$ cat config.mk
export PLATFORM = sky130hd
export DESIGN_NAME = spi_frame_master
export DESIGN_NICKNAME = d
export VERILOG_FILES = /design/src/rtl/spi_frame_master.sv
export SDC_FILE = /design/constraint.sdc
export NUM_CORES = 1
export LEC_CHECK = 0
export ABC_CLOCK_PERIOD_IN_PS = 4400
export CAP_MARGIN = 40
export CORE_UTILIZATION = 40
export CTS_CLUSTER_SIZE = 30
export DETAILED_ROUTE_END_ITERATION = 7
export PLACE_DENSITY = 0.64
export SLEW_MARGIN = 20
export SYNTH_ARGS = -nofsm -noshare
export SYNTH_HDL_FRONTEND = slang
export SYNTH_SLANG_ARGS = --single-unit
$ cat constraint.sdc
create_clock -name clk -period 4.4 [get_ports clk]
set_input_delay 0.88 -clock clk [delete_from_list [all_inputs] [get_ports clk]]
set_output_delay 0.88 -clock clk [all_outputs]
set_load 0.02 [all_outputs]
$ cat src/rtl/spi_frame_master.sv
// Serialises a WIDTH-bit word MSB first onto a clock/chip-select/data link
// for a receive shifter that samples on rising master_clk while chip select is high.
module spi_frame_master #(
  parameter int unsigned WIDTH   = 48,
  parameter int unsigned CLK_DIV = 2
) (
  input  logic             clk,
  input  logic             rst,
  input  logic             start,
  input  logic [WIDTH-1:0] tx_word,
  output logic             busy,
  output logic             done,
  output logic             master_clk,
  output logic             master_chip_select,
  output logic             master_data
);

  localparam int unsigned PhW  = (CLK_DIV > 1) ? $clog2(CLK_DIV) : 1;
  localparam int unsigned BitW = $clog2(WIDTH + 1);
  localparam logic [PhW-1:0]  PhLast  = PhW'(CLK_DIV - 1);
  localparam logic [BitW-1:0] BitLast = BitW'(WIDTH - 1);

  typedef enum logic [2:0] {StIdle, StSetup, StHigh, StLow, StHold} state_t;

  state_t           state;
  logic [WIDTH-1:0] sh;
  logic [BitW-1:0]  bits;
  logic [PhW-1:0]   ph;

  always_ff @(posedge clk) begin
    if (rst) begin
      state              <= StIdle;
      sh                 <= '0;
      bits               <= '0;
      ph                 <= '0;
      busy               <= 1'b0;
      done               <= 1'b0;
      master_clk         <= 1'b0;
      master_chip_select <= 1'b0;
      master_data        <= 1'b0;
    end else begin
      done <= 1'b0;
      case (state)
        StIdle: begin
          if (start) begin
            sh                 <= tx_word;
            bits               <= '0;
            ph                 <= '0;
            busy               <= 1'b1;
            master_chip_select <= 1'b1;
            master_data        <= tx_word[WIDTH-1];
            state              <= StSetup;
          end
        end
        StSetup, StLow: begin
          if (ph == PhLast) begin
            ph         <= '0;
            master_clk <= 1'b1;
            state      <= StHigh;
          end else begin
            ph <= ph + PhW'(1);
          end
        end
        StHigh: begin
          if (ph == PhLast) begin
            ph         <= '0;
            master_clk <= 1'b0;
            bits       <= bits + BitW'(1);
            if (bits == BitLast) begin
              state <= StHold;
            end else begin
              // Next bit goes out together with the falling edge, a full half-period before rising
              sh          <= {sh[WIDTH-2:0], 1'b0};
              master_data <= sh[WIDTH-2];
              state       <= StLow;
            end
          end else begin
            ph <= ph + PhW'(1);
          end
        end
        StHold: begin
          if (ph == PhLast) begin
            ph                 <= '0;
            master_chip_select <= 1'b0;
            master_data        <= 1'b0;
            busy               <= 1'b0;
            done               <= 1'b1;
            state              <= StIdle;
          end else begin
            ph <= ph + PhW'(1);
          end
        end
        default: state <= StIdle;
      endcase
    end
  end

endmodule
==> results of run 1 <==
power by group through the flow:
stage / combinational [mW] / clock, mW / sequential (mW)
finish: 0.265 / 0.417 / 0.639
global route: 0.289 / 0.459 / 0.645
CTS: 0.268 / 0.429 / 0.639
detailed placement: 0.267 / 0 / 0.651
global placement: 0.261 / 0 / 0.649
floorplan: 0.199 / 0 / 0.641
metal layers:
layer	vias to the layer above	track usage, %
met5	-	0
met4	0	8.23
met3	8	3.32
met2	51	27.1
met1	1132	23.0
li1	1208	-
cells by family (layout without fill, tap and decap cells):
logic type,Yosys count,after routing
AOI/OAI and AO/OA,112,112
DFF,61,61
muxes,48,48
and+or+nand+nor,41,41
buffers and inverters,37,79
xor gates and xnor gates,4,4
adders and majority gates,1,1
final cells by class:
cell class,count,area [sq um],area share (%)
clock buffer,13,149,3.99
clock inverter,2,10.0,0.268
inverter,4,15.0,0.402
multi-input combinational,206,1620,43.4
sequential,61,1220,32.7
tap,99,124,3.32
timing repair buffer,60,596,16.0
stage by stage:
step | instance area, sq um | utilization [%] | power [mW] | setup slack [ns] | cells
after floorplan | 3030 | - | 0.839 | 2.28 | 304
after global placement | 3550 | 48.7 | 0.910 | 1.23 | 429
after detailed placement | 3570 | 49.0 | 0.917 | 1.21 | 430
after CTS | 3730 | 51.2 | 1.34 | 1.56 | 445
after global routing | 3730 | 51.2 | 1.39 | 1.42 | 445
final | 3730 | 51.2 | 1.32 | 1.57 | 445
path summary, 6_finish.rpt:
check	endpoint	slack [ns]	depth (start not counted)
max	sh[4]	1.57	6
min	bits[1]	0.48	2
max reg2reg	sh[4]	2.16	6
min reg2reg	bits[1]	0.48	2
worst register-to-register path, delay by kind of cell, from the launching register on:
family | cells | cell delay [ns]
AOI/OAI and AO/OA | 1 | 0.29
buffers and inverters | 1 | 0.30
DFF | 1 | 0.37
adders and majority gates | 1 | 0.19
and+or+nand+nor | 3 | 1.00
synthesized netlist by cell type, drive strengths merged (2+ instances only):
cell and count:
clkbuf 16, a211oi 48, xnor2 4, buf 17, nand2 6, nor2 13, inv 4, o21ai 3
or2 2, a2bb2oi 2, nor3 6, mux2i 47, nor4 3, and2 2, a21oi 50, a22o 2
nand3 2, dfxtp 61
registers in the layout, indices dropped and copies added (netlist names):
signal	cells
master_data	1
master_clk	1
ph	1
state	3
master_chip_select	1
bits	6
sh	47
done	1
==> metrics.yaml, run 1 <==
insertedDiodeCount: 0
max_stage_delay_ns: 0.69
ctsResizeCount: 0
r2r_start: "bits[0]"
synth.mux.area_fraction_pct: 16.0
syn-cell-area_sq_mm: 0.00303
path_max_fanout: 49
io_buffers: 55
syn_inst: 304
critPathTopFamily: "buffers and inverters"
min_path_type: "reg -> reg"
start_kind: "primary input"
hold_slack_ns: 0.483
combPwrFrac_pct: 20.1
synth_compound_area_share_pct: 28.7
wl_um: 6530
tns_ns: 0
synth_edf_count: 0
grt_pass1_vias: 2285
drt-met1-wl_um: 3240
yosys-top-cells-area: "dfxtp_1 (40%), mux2i_1 (15%), a211oi_2 (12%)"
synthFlopType: "dfxtp_1"
p_int_mw: 0.953
cts_inserted_buffers: 9
seqPwrFrac_pct: 48.4
finalHoldViolCount: 0
swShare_pct: 27.9
layout_common_cells: "dfxtp_1 (61), clkdlybuf4s50_1 (54), a21oi_1 (50)"
wl_per_cell_um: 14.7
cts_root_buf: "clkbuf_8"
yosys.area.top_type: "dfxtp_1"
cap_violations: 0
route.met2.wl_um: 2960
rsz0062_at_grt: "no"
ys_async_sr_fraction_pct: 0
synth_adder_area_share_pct: 0.413
synthXorXnorAreaFrac_pct: 1.16
peakVddDrop_v: 0.000188
final_layout_size_suffix_gt1_share_pct: 16.2
cp_data_arrival_time_ns: 3.01
insertion_delay_ns: 0.33
path_class: "in -> reg"
via_per_inst: 5.39
worstHoldStart: "bits[1]"
rows: 31
grt_pass1_wl_um: 10500
die_h_um: 89.1
synth_top_family_by_area: "compound AO/OA/AOI/OAI gates"
clk_pin_slew_ns: 0.06
cts_setup_buffers: 0
cts_tree: "yes"
power.clock.fraction_pct: 31.6
ys_seq_area_share_pct: 40.3
dr.pass1.iters: 4
syn_avg_cell_area_sq_um: 9.98
post-route-period-util_pct: 64.2
drc: 0
synth_fp_nets: 356
crit_buf_inv: 2
coreArea_sq_mm: 0.00729
synth.top_cell.area_share_pct: 40.3
cp_slowest_cell: "and2_4"
place_congestion: 0.806
fin_nets: 394
top_layer: "met4"
drt_iter0_markers: 104
ctsHoldBuffers: 0
finClkSkew_ns: 0.00452
worstPathRequired_ns: 4.58
layout_commonest_cell: "dfxtp_1"
postRouteAntennaNets: 0
path_cells: "clkdlybuf4s50_1, nor2b_1, or3_2, buf_4, and2_4, a211oi_1"
synth_warnings: 0
vias: 2399
synth-simple-area-share_pct: 6.85
slew_headroom_pct: 49.0
start_util_pct: 41.6
synth_cell_types: 43
ios: 56
ctsHtreeMaxLevel: 3
cts.sinks: 61
switchingPower_mw: 0.369
power.density_mw_per_mm2: 354
dp_hpwl_um: 4030
setup_violations: 0
status: "completed"
n_fill_cell: 718
leakagePower_nw: 1.20
cp-end-kind: "flop"
die_w_um: 89.1
ys_ff_latch: 61
max_slew.worst_pin.slew_ns: 0.766
grt_max_degree: 50
clockBufferDepth: 2
antenna_found_initial: 0
syn_to_final_growth_pct: 23.1
dieArea_sq_mm: 0.00793
fmax_mhz: 354
overflow: 0
fin_crit_ns: 2.83
grtUsageTotal_pct: 17.3
wl_met3_um: 227
slew_viol_final: 0
startpoint: "start"
(Power assumes the default switching activity.)
==> run 2: changes to the inputs <==
--- a/config.mk
+++ b/config.mk
@@ -5,7 +5,7 @@
 export SDC_FILE = /design/constraint.sdc
 export NUM_CORES = 1
 export LEC_CHECK = 0
-export ABC_CLOCK_PERIOD_IN_PS = 4400
+export ABC_CLOCK_PERIOD_IN_PS = 2650
 export CAP_MARGIN = 40
 export CORE_UTILIZATION = 40
 export CTS_CLUSTER_SIZE = 30
==> constraint.sdc (replaced) <==
create_clock -name clk -period 2.65 [get_ports clk]
set_input_delay 0.53 -clock clk [delete_from_list [all_inputs] [get_ports clk]]
set_output_delay 0.53 -clock clk [all_outputs]
set_load 0.02 [all_outputs]
==> run 2 against run 1 <==
Against the previous run:
- final cell count increased by 0.67%
- final area increased by 2.6%
- non-clock buffer count increased by 2
- flip-flop and latch count unchanged
- critical path depth unchanged
- clock skew increased by 0.0047 ns
- sequential share of layout area decreased by 0.82 points
- core utilization increased by 1.3 points
- setup slack got worse by 0.94 ns
- register-to-register slack got worse by 1.4 ns
- die area unchanged
- highest routed layer unchanged
==> metrics.yaml, run 2 (synthesis results as in run 1) <==
fmax_mhz: 497
r2r_end: "state[0]"
drt_iter0_markers: 84
leakagePower_nw: 1.25
drc: 0
vias: 2404
rrSetupSlack_ns: 0.74
finClkSkew_ns: 0.00920
clockBufferDepth: 2
peakVddDrop_v: 0.000327
reg.largest.list: "sh (47), bits (6), state (3)"
finalHoldViolCount: 0
postRouteAntennaNets: 0
fin_crit_ns: 2.01
cp_data_arrival_time_ns: 2.19
r2r_start: "bits[0]"
tns_ns: 0
grt_pass1_wl_um: 10200
layout_commonest_cell: "dfxtp_1"
regMostFlops: "sh"
slew_viol_final: 0
cts.sinks: 61
insertedDiodeCount: 0
insertion_delay_ns: 0.33
worstPathRequired_ns: 2.83
path_max_fanout: 47
layout.cells.non_filler: 448
final_area_sq_mm: 0.00383
cts_tree: "yes"
grt_max_degree: 49
place_congestion: 0.791
wl_per_cell_um: 14.5
power.density_mw_per_mm2: 653
die_h_um: 89.1
cts_root_buf: "clkbuf_8"
wl_um: 6480
slew_headroom_pct: 53.6
start_kind: "primary input"
largest_register_ffs: 47
rsz0062_at_grt: "no"
ctsResizeCount: 0
hold_path_end: "bits[1]"
wl_met3_um: 283
hold_depth: 2
status: "completed"
drt-met1-wl_um: 3200
via_per_inst: 5.37
overflow: 0
max_slew.worst_pin.slew_ns: 0.695
dieArea_sq_mm: 0.00793
dp.cells: 432
coreArea_sq_mm: 0.00729
dp_hpwl_um: 4080
syn_to_final_growth_pct: 26.3
grt_pass1_vias: 2181
grtUsageTotal_pct: 16.8
final_layout_size_suffix_gt1_share_pct: 17.2
cap_violations: 0
worstHoldStart: "bits[1]"
path_class: "in -> reg"
route.met2.wl_um: 2910
ios: 56
top_layer: "met4"
ctsHtreeMaxLevel: 3
io_buffers: 55
antenna_found_initial: 0
cts_inserted_buffers: 9
dr.pass1.iters: 6
fin_nets: 396
cts_setup_buffers: 0
rows: 31
ctsHoldBuffers: 0
start_util_pct: 41.6
setup_violations: 0
cp-end-kind: "flop"
clk_pin_slew_ns: 0.06
worstRegToRegCells: 5
die_w_um: 89.1
min_path_type: "reg -> reg"
placed_area_sq_mm: 0.00359
layout_common_cells: "dfxtp_1 (61), clkdlybuf4s50_1 (54), a21oi_1 (50)"
post-route-period-util_pct: 76.0
run 2: final cells by class:
cell class	instances	area (sq um)
Timing Repair Buffer	62	611
Multi-Input combinational cell	206	1620
Inverter	4	15.0
Fill cell	697	3460
Tap cell	99	124
Clock buffer	12	145
Clock inverter	4	95.1
Sequential cell	61	1220
run 2: worst max-delay path: stages:
cell             delay [ns]
clkdlybuf4s50_1        0.47
buf_4                  0.14
mux2i_2                0.12
nor2_4                 0.14
and2_4                 0.60
a211oi_1               0.15
run 2: worst max-delay path by stage:
stage               cells past startpoint        to  startpoint
floorplan                               7    sh[33]       start
global placement                        5  state[0]       start
detailed placement                      6     sh[8]       start
CTS                                     6    sh[45]       start
global route                            6    sh[43]       start
finish                                  6     sh[2]       start
run 2: per-layer routing:
| metal | GRT usage, % | vias up |
|---|---|---|
| li1 | - | 1207 |
| met1 | 22.7 | 1140 |
| met2 | 25.6 | 51 |
| met3 | 3.32 | 6 |
| met4 | 8.66 | 0 |
| met5 | 0 | - |
run 2: stage by stage:
stage / setup slack [ns] / hold WS, ns / power [mW] / utilization, %
after floorplan: 0.880 / 0.449 / 1.39 / -
after global placement: 0.324 / 0.462 / 1.52 / 49.2
final: 0.637 / 0.485 / 2.50 / 52.5
after detailed placement: 0.282 / 0.477 / 1.53 / 49.2
after global routing: 0.543 / 0.523 / 2.61 / 52.5
after CTS: 0.644 / 0.486 / 2.53 / 52.5
run 2: where the power goes:
group          switching [mW]  leakage, nW  total, mW  internal [mW]
Clock                   0.348        0.121      0.998          0.650
Combinational           0.221        0.624      0.444          0.222
Sequential             0.0545        0.504       1.06           1.01
